[config.mk]
export PLATFORM = sky130hd
export DESIGN_NAME = riscv_run_controller
export DESIGN_NICKNAME = d
export VERILOG_FILES = /design/src/rtl/riscv_run_controller.sv
export SDC_FILE = /design/constraint.sdc
export NUM_CORES = 1
export LEC_CHECK = 0
export ABC_CLOCK_PERIOD_IN_PS = 3500
export BUFFER_PORTS_ARGS = -buffer_cell sky130_fd_sc_hd__buf_2
export CORE_UTILIZATION = 30
export CTS_CLUSTER_DIAMETER = 120
export CTS_CLUSTER_SIZE = 25
export DETAILED_ROUTE_END_ITERATION = 10
export GPL_TIMING_DRIVEN = 0
export PLACE_DENSITY_LB_ADDON = 0.3
export SLEW_MARGIN = 10
export SYNTH_ARGS = -nofsm -noshare
export SYNTH_HDL_FRONTEND = slang
export SYNTH_SLANG_ARGS = --single-unit
[constraint.sdc]
create_clock -name clk -period 3.5 [get_ports clk]
set_clock_uncertainty 0.05 [all_clocks]
set_input_delay 0.35 -clock clk [delete_from_list [all_inputs] [get_ports clk]]
set_output_delay 0.35 -clock clk [all_outputs]
set_load 0.005 [all_outputs]
[src/rtl/riscv_run_controller.sv]
// Run/halt/single-step sequencer for the single-cycle RV32I computer.
// Define RUN_CTRL_BREAKPOINT_EN to build the PC breakpoint and BREAK state.
module riscv_run_controller #(
  parameter int STEP_W = 16,
  parameter int CNT_W  = 32
) (
  input  logic              clk,
  input  logic              reset,
  input  logic              run_req,
  input  logic              halt_req,
  input  logic              step_req,
  input  logic [STEP_W-1:0] step_count,
  input  logic              bp_valid,
  input  logic [31:0]       bp_addr,
  input  logic [31:0]       pc,
  output logic              cpu_en,
  output logic [1:0]        state,
  output logic              halted,
  output logic [STEP_W-1:0] steps_left,
  output logic [CNT_W-1:0]  instr_count,
  output logic              bp_hit
);

  localparam logic [1:0] ST_HALTED = 2'b00;
  localparam logic [1:0] ST_RUN    = 2'b01;
  localparam logic [1:0] ST_STEP   = 2'b10;
  localparam logic [1:0] ST_BREAK  = 2'b11;

  logic              bp_skip;
  logic              bp_stop;
  logic              active;
  logic              stopped;
  logic [1:0]        state_d;
  logic [STEP_W-1:0] steps_d;
  logic [STEP_W-1:0] step_load;
  logic              hit_d;
  logic              skip_d;

`ifdef RUN_CTRL_BREAKPOINT_EN
  // Stop before the matching PC executes, unless just resumed from it.
  assign bp_stop = bp_valid && (pc == bp_addr) && !bp_skip;
`else
  logic unused_bp;
  assign bp_stop   = 1'b0;
  assign unused_bp = ^{bp_valid, bp_addr, pc, bp_skip};
`endif

  assign active  = (state == ST_RUN) || (state == ST_STEP);
  assign stopped = (state == ST_HALTED) || (state == ST_BREAK);
  assign cpu_en  = active && !bp_stop;
  assign halted  = stopped;

  assign step_load = (step_count == '0) ? STEP_W'(1) : step_count;

  // Next-state: halt, then breakpoint, then per-state commands.
  always_comb begin
    state_d = state;
    steps_d = steps_left;
    hit_d   = bp_hit;
    skip_d  = cpu_en ? 1'b0 : bp_skip;
    if (halt_req) begin
      state_d = ST_HALTED;
      steps_d = '0;
    end else if (active && bp_stop) begin
      state_d = ST_BREAK;
      hit_d   = 1'b1;
    end else if (stopped) begin
      if (step_req) begin
        state_d = ST_STEP;
        steps_d = step_load;
        hit_d   = 1'b0;
        skip_d  = (state == ST_BREAK);
      end else if (run_req) begin
        state_d = ST_RUN;
        hit_d   = 1'b0;
        skip_d  = (state == ST_BREAK);
      end
    end else if (state == ST_STEP) begin
      if (run_req) begin
        state_d = ST_RUN;
        steps_d = '0;
        hit_d   = 1'b0;
      end else if (steps_left <= STEP_W'(1)) begin
        state_d = ST_HALTED;
        steps_d = '0;
      end else begin
        steps_d = steps_left - STEP_W'(1);
      end
    end
  end

  // Control registers and retired-instruction counter.
  always_ff @(posedge clk) begin
    if (reset) begin
      state       <= ST_HALTED;
      steps_left  <= '0;
      instr_count <= '0;
      bp_hit      <= 1'b0;
      bp_skip     <= 1'b0;
    end else begin
      state      <= state_d;
      steps_left <= steps_d;
      bp_hit     <= hit_d;
      bp_skip    <= skip_d;
      if (cpu_en)
        instr_count <= instr_count + CNT_W'(1);
    end
  end

endmodule

==> results of run 1 <==
layout by cell type (no fill, tap or decap), drive strengths merged, types with 7 or more instances in the layout:
| cell | count |
|---|---|
| and3 | 9 |
| buf | 77 |
| nand4 | 13 |
| clkbuf | 16 |
| a32o | 7 |
| xor2 | 25 |
| o21ai | 18 |
| dfxtp | 51 |
| nand2 | 17 |
| nand3 | 14 |
| inv | 10 |
| nor4 | 9 |
| a21oi | 11 |
| nor2 | 43 |
| xnor2 | 7 |
power groups by stage:
stage	sequential (mW)	clock (mW)	combinational, mW
final	0.608	0.338	0.196
after global routing	0.610	0.372	0.216
after CTS	0.608	0.360	0.195
after detailed placement	0.621	0	0.194
after global placement	0.621	0	0.193
after floorplan	0.618	0	0.131
metrics by stage:
step | utilization | total power, mW | area (um2) | std cells
5_1_grt | 0.383 | 1.20 | 3210 | 495
2_1_floorplan | - | 0.749 | 2640 | 311
3_3_place_gp | 0.373 | 0.814 | 3130 | 488
6_report | 0.383 | 1.14 | 3210 | 495
4_1_cts | 0.383 | 1.16 | 3210 | 495
3_5_place_dp | 0.373 | 0.815 | 3130 | 488
sequential cells by signal, indices dropped and copies added (netlist names):
signal,cells
instr_count,32
steps_left,16
state,2
bp_hit,1
cell families after synthesis:
group / Yosys count / synth area share
AO/OA/AOI/OAI: 61 / 0.158
XOR/XNOR: 32 / 0.106
adder cells (fa/ha/maj): 5 / 0.0237
buffers and inverters: 26 / 0.0403
flip-flops: 51 / 0.387
multiplexers: 1 / 0.00379
AND/OR/NAND/NOR: 135 / 0.281
path summary, 6_finish.rpt:
check | from | end | slack, ns | cells after the start
worst max register to register | state[0] | instr_count[26] | 0.94 | 7
worst min register to register | bp_hit | bp_hit | 0.42 | 1
worst min-delay path | step_count[13] | steps_left[13] | 0.29 | 3
worst max-delay path | state[0] | instr_count[26] | 0.94 | 7
final cells by class:
type                            count  area share
Buffer                             16      0.0214
Multi-Input combinational cell    234       0.470
Tap cell                          105      0.0409
Clock inverter                      2     0.00428
Clock buffer                        5      0.0214
Timing Repair Buffer               72       0.112
Inverter                           10      0.0117
Sequential cell                    51       0.318
metal layers:
layer | part of all wire | wire length, um
met1 | 0.46 | 3260
met2 | 0.48 | 3410
met3 | 0.052 | 375
met4 | 0.014 | 102
met5 | 0 | 0
worst max-delay path, stage by stage (launching register included):
cell and delay [ns]:
dfxtp_1 0.36, inv_1 0.08, ha_1 0.42, nand4b_1 0.41
nor3_2 0.68, nand4_1 0.20, xor2_1 0.18, nor2_1 0.05
==> flow_summary.toml, run 1 <==
[power_and_ir_drop]
power.switching_mw = 0.334
p_comb_frac = 0.172
leakagePower_nw = 1.39
vdd.ir_drop.worst_mv = 0.151
power_frac_clock = 0.296
switching_share = 0.292
power.share.sequential = 0.532
p_per_area_nw_per_um2 = 355
internal-power_mw = 0.808

[synth]
synthFlopType = "dfxtp_1"
yosys-top-cells-count = "51 x dfxtp_1, 43 x nor2_1, 25 x xor2_1, 17 x nand2_1, 14 x nand3_1"
synthTopCellsByArea = "dfxtp_1 39%, xor2_1 8.3%, nor2_1 6.1%"
synth_seq_cells = 51
synth.most_common_cell = "dfxtp_1"
yosysWarnings = 0
syn-num-nets = 402
ys_types = 54
synth_seq_area_share = 0.387
netlist_instances = 311
synth_edf_count = 0
synth.cell_area_um2 = 2640
synth_area_leader_cell = "dfxtp_1"
yosysTopAreaCellShare = 0.387
ys_async_sr_fraction = 0
syn_area_per_cell_um2 = 8.48

[grt]
grt_max_degree = 16
antenna_found_initial = 0
gr-usage-met1 = 0.218
gr-usage-met3 = 0.0261
grt_pass1_vias = 2370
grt_pass1_wl_mm = 11.7
busiest_layer = "met2"
grt_overflow = 0
track_usage = 0.163
use_met2 = 0.262

[place]
gp_congestion = 0.852
port_buffers = 72
hpwl_mm = 5.34
post-place-ws_ns = 0.982

[clock_network]
postCtsSetupBuffers = 0
clockBufferDepth = 2
cts.repair.resized = 0
clkTransAtPathRegs_ns = 0.10
cts_root_buffer = "clkbuf_8"
numClockSinks = 51
cts_made_buffers = 5
clock_latency_ns = 0.31
htree_num_levels = 2
cts-hold-fix-buffers = 0
cts_tree = "done"

[drt]
drt_wl_total_mm = 7.15
vias = 2579
drt-initial-drc-count = 168
remaining_drc_errors = 0
ant_nets = 0
post_drt_wl_per_cell_um = 14.4
vias_per_cell = 5.21
dr.pass1.iters = 4

[die]
io_pins = 139
die-area_um2 = 9170
core_area_um2 = 8380
die_y_um = 95.8
initial_core_util = 0.315
rows = 33
die_w_um = 95.8

[timing]
fin_crit_sh = 0.731
hold_viol = 0
final-max-slew-violation-count = 0
period_minus_slack_ns = 2.56
slew_headroom = 0.507
rsz0062_at_grt = "no"
setup_viol = 0
whs_ns = 0.294
max_freq_mhz = 391
timing.final.ws_setup_ns = 0.943
tightestPinTransition_ns = 0.738
timing.setup.tns_ns = 0

[worst_setup_path]
critical_path_required_ns = 3.63
path_max_fanout = 10
arrival_ns = 2.69
critPathLaunchType = "flop"
path_class = "reg -> reg"
end_kind = "flop"

[finish]
nets = 481
synthToLayoutAreaGrowth_pct = 21.8
drive_above_1_share = 0.238
regArea_um2 = 1020
num_antenna_cells = 0
multi_input_area_um2 = 1510
fillCellCount = 883

[run]
maxCapViolCount = 0

[outcome]
outcome = "finished clean"

[worst_hold_path]
hp-class = "in -> reg"
(Power assumes the default switching activity.)
==> inputs of run 2 (changes only) <==
- ABC_CLOCK_PERIOD_IN_PS: 3500 -> 2300
- clock period: 3.5 -> 2.3 ns (I/O delays scaled with it)
==> run 2 against run 1 <==
Flip-flop and latch count is the same. Hold slack lost 0.12 ns. Fmax grew 19%. Clock-buffer cell count is the same. Critical path depth shrank 1. Non-clock buffer count grew 2. Combinational power grew 55%. First-iteration DRC count shrank 20%. Critical endpoint is now steps_left[7]. Largest cell class unchanged.
==> flow_summary.toml, run 2 (synthesis results as in run 1) <==
[outcome]
outcome = "finished clean"

[die]
die-area_um2 = 9170
initial_core_util = 0.315
core_area_um2 = 8380
rows = 33
die_y_um = 95.8
io_pins = 139
die_w_um = 95.8

[timing]
period_minus_slack_ns = 2.16
slew_headroom = 0.586
timing.final.ws_setup_ns = 0.143
hold_viol = 0
max_freq_mhz = 464
fin_crit_sh = 0.938
setup_viol = 0
final-max-slew-violation-count = 0
tightestPinTransition_ns = 0.619
timing.setup.tns_ns = 0

[worst_setup_path]
arrival_ns = 2.31
path_class = "reg -> reg"
slowest_stage = "dfxtp_1"
critPathLaunchType = "flop"
path_max_fanout = 10
critPathTopFamily = "compound AO/OA/AOI/OAI gates"
crit_buf_inv = 1
crit_chain = "nor4_1 -> o2111ai_1 -> o21ai_1 -> buf_4 -> o21ai_0 -> a32o_1"
critical_path_required_ns = 2.45
critPathMaxStageDelay_ns = 0.40
end_kind = "flop"

[grt]
grt_pass1_vias = 2398
grt_overflow = 0
antenna_found_initial = 0
track_usage = 0.164
grt_max_degree = 16
grt_pass1_wl_mm = 11.7

[finish]
num_antenna_cells = 0
synthToLayoutAreaGrowth_pct = 24.8
drive_above_1_share = 0.260
reg_top3 = "instr_count: 32 flops, steps_left: 16 flops, state: 2 flops"
fin_util = 0.393
regMostFlops = "instr_count"
nets = 483
final_cells = 497
fin_area_um2 = 3290
final_common_cell = "buf_2"
largest_register_ff_count = 32
layout_common_cells = "75 x buf_2, 51 x dfxtp_1, 42 x nor2_1, 25 x xor2_1, 17 x nand2_1"

[place]
port_buffers = 72
placed_cell_area_um2 = 3130
gp_congestion = 0.852
post-place-ws_ns = -0.218
dp.cells = 488
hpwl_mm = 5.34

[clock_network]
cts_made_buffers = 5
clock_latency_ns = 0.31
htree_num_levels = 2
cts_tree = "done"
cts_root_buffer = "clkbuf_8"
numClockSinks = 51
clockBufferDepth = 2
clkTransAtPathRegs_ns = 0.10
cts-hold-fix-buffers = 0

[drt]
vias_per_cell = 5.20
drt_wl_total_mm = 7.19
ant_nets = 0
remaining_drc_errors = 0
dr.pass1.iters = 4
post_drt_wl_per_cell_um = 14.5
drt-initial-drc-count = 135
vias = 2584

[worst_hold_path]
hp-class = "in -> reg"

[power_and_ir_drop]
leakagePower_nw = 1.45
p_per_area_nw_per_um2 = 529
vdd.ir_drop.worst_mv = 0.232

[run]
maxCapViolCount = 0
run 2: worst reg2reg max path, cell delays in order, from the launching register on:
cell and delay (ns):
dfxtp_1 0.40, nor4_1 0.36, o2111ai_1 0.29, o21ai_1 0.33
buf_4 0.23, o21ai_0 0.11, a32o_1 0.28
run 2: final timing paths:
| check | startpoint | to | depth (start not counted) | slack [ns] |
|---|---|---|---|---|
| hold / removal | step_count[13] | steps_left[13] | 3 | 0.18 |
| setup reg to reg | steps_left[7] | steps_left[7] | 6 | 0.14 |
| hold reg to reg | bp_hit | bp_hit | 1 | 0.42 |
| setup / recovery | steps_left[7] | steps_left[7] | 6 | 0.14 |
run 2: power breakdown:
group | internal (mW) | total, mW | switching [mW] | leakage, nW
Combinational | 0.126 | 0.304 | 0.178 | 0.992
Sequential | 0.899 | 0.925 | 0.0260 | 0.412
Clock | 0.209 | 0.513 | 0.304 | 0.0440
run 2: repair_timing:
item                                    in CTS  in global routing
buffers inserted                             1                  1
resized for setup                            7                  5
endpoints found under the setup margin      32                 29
pin swaps                                    1                  0
run 2: cell type report:
cell class                      instances  area, um2
Fill cell                             877       5090
Multi-Input combinational cell        234       1560
Sequential cell                        51       1020
Timing Repair Buffer                   74        388
Tap cell                              105        131
Buffer                                 16       73.8
Clock buffer                            5       68.8
Inverter                               10       37.5
Clock inverter                          2       13.8
run 2: per-stage QoR:
stage               power (mW)  hold slack (ns)
floorplan                 1.14            0.349
global placement          1.24            0.414
detailed placement        1.24            0.418
CTS                       1.77            0.158
global route              1.83            0.172
finish                    1.74            0.177
run 2: layer usage:
metal,global-route usage,share of wire,vias up
li1,-,-,1288
met1,0.218,0.46,1224
met2,0.265,0.48,65
met3,0.0261,0.053,7
met4,0.0622,0.014,0
met5,0,0,-
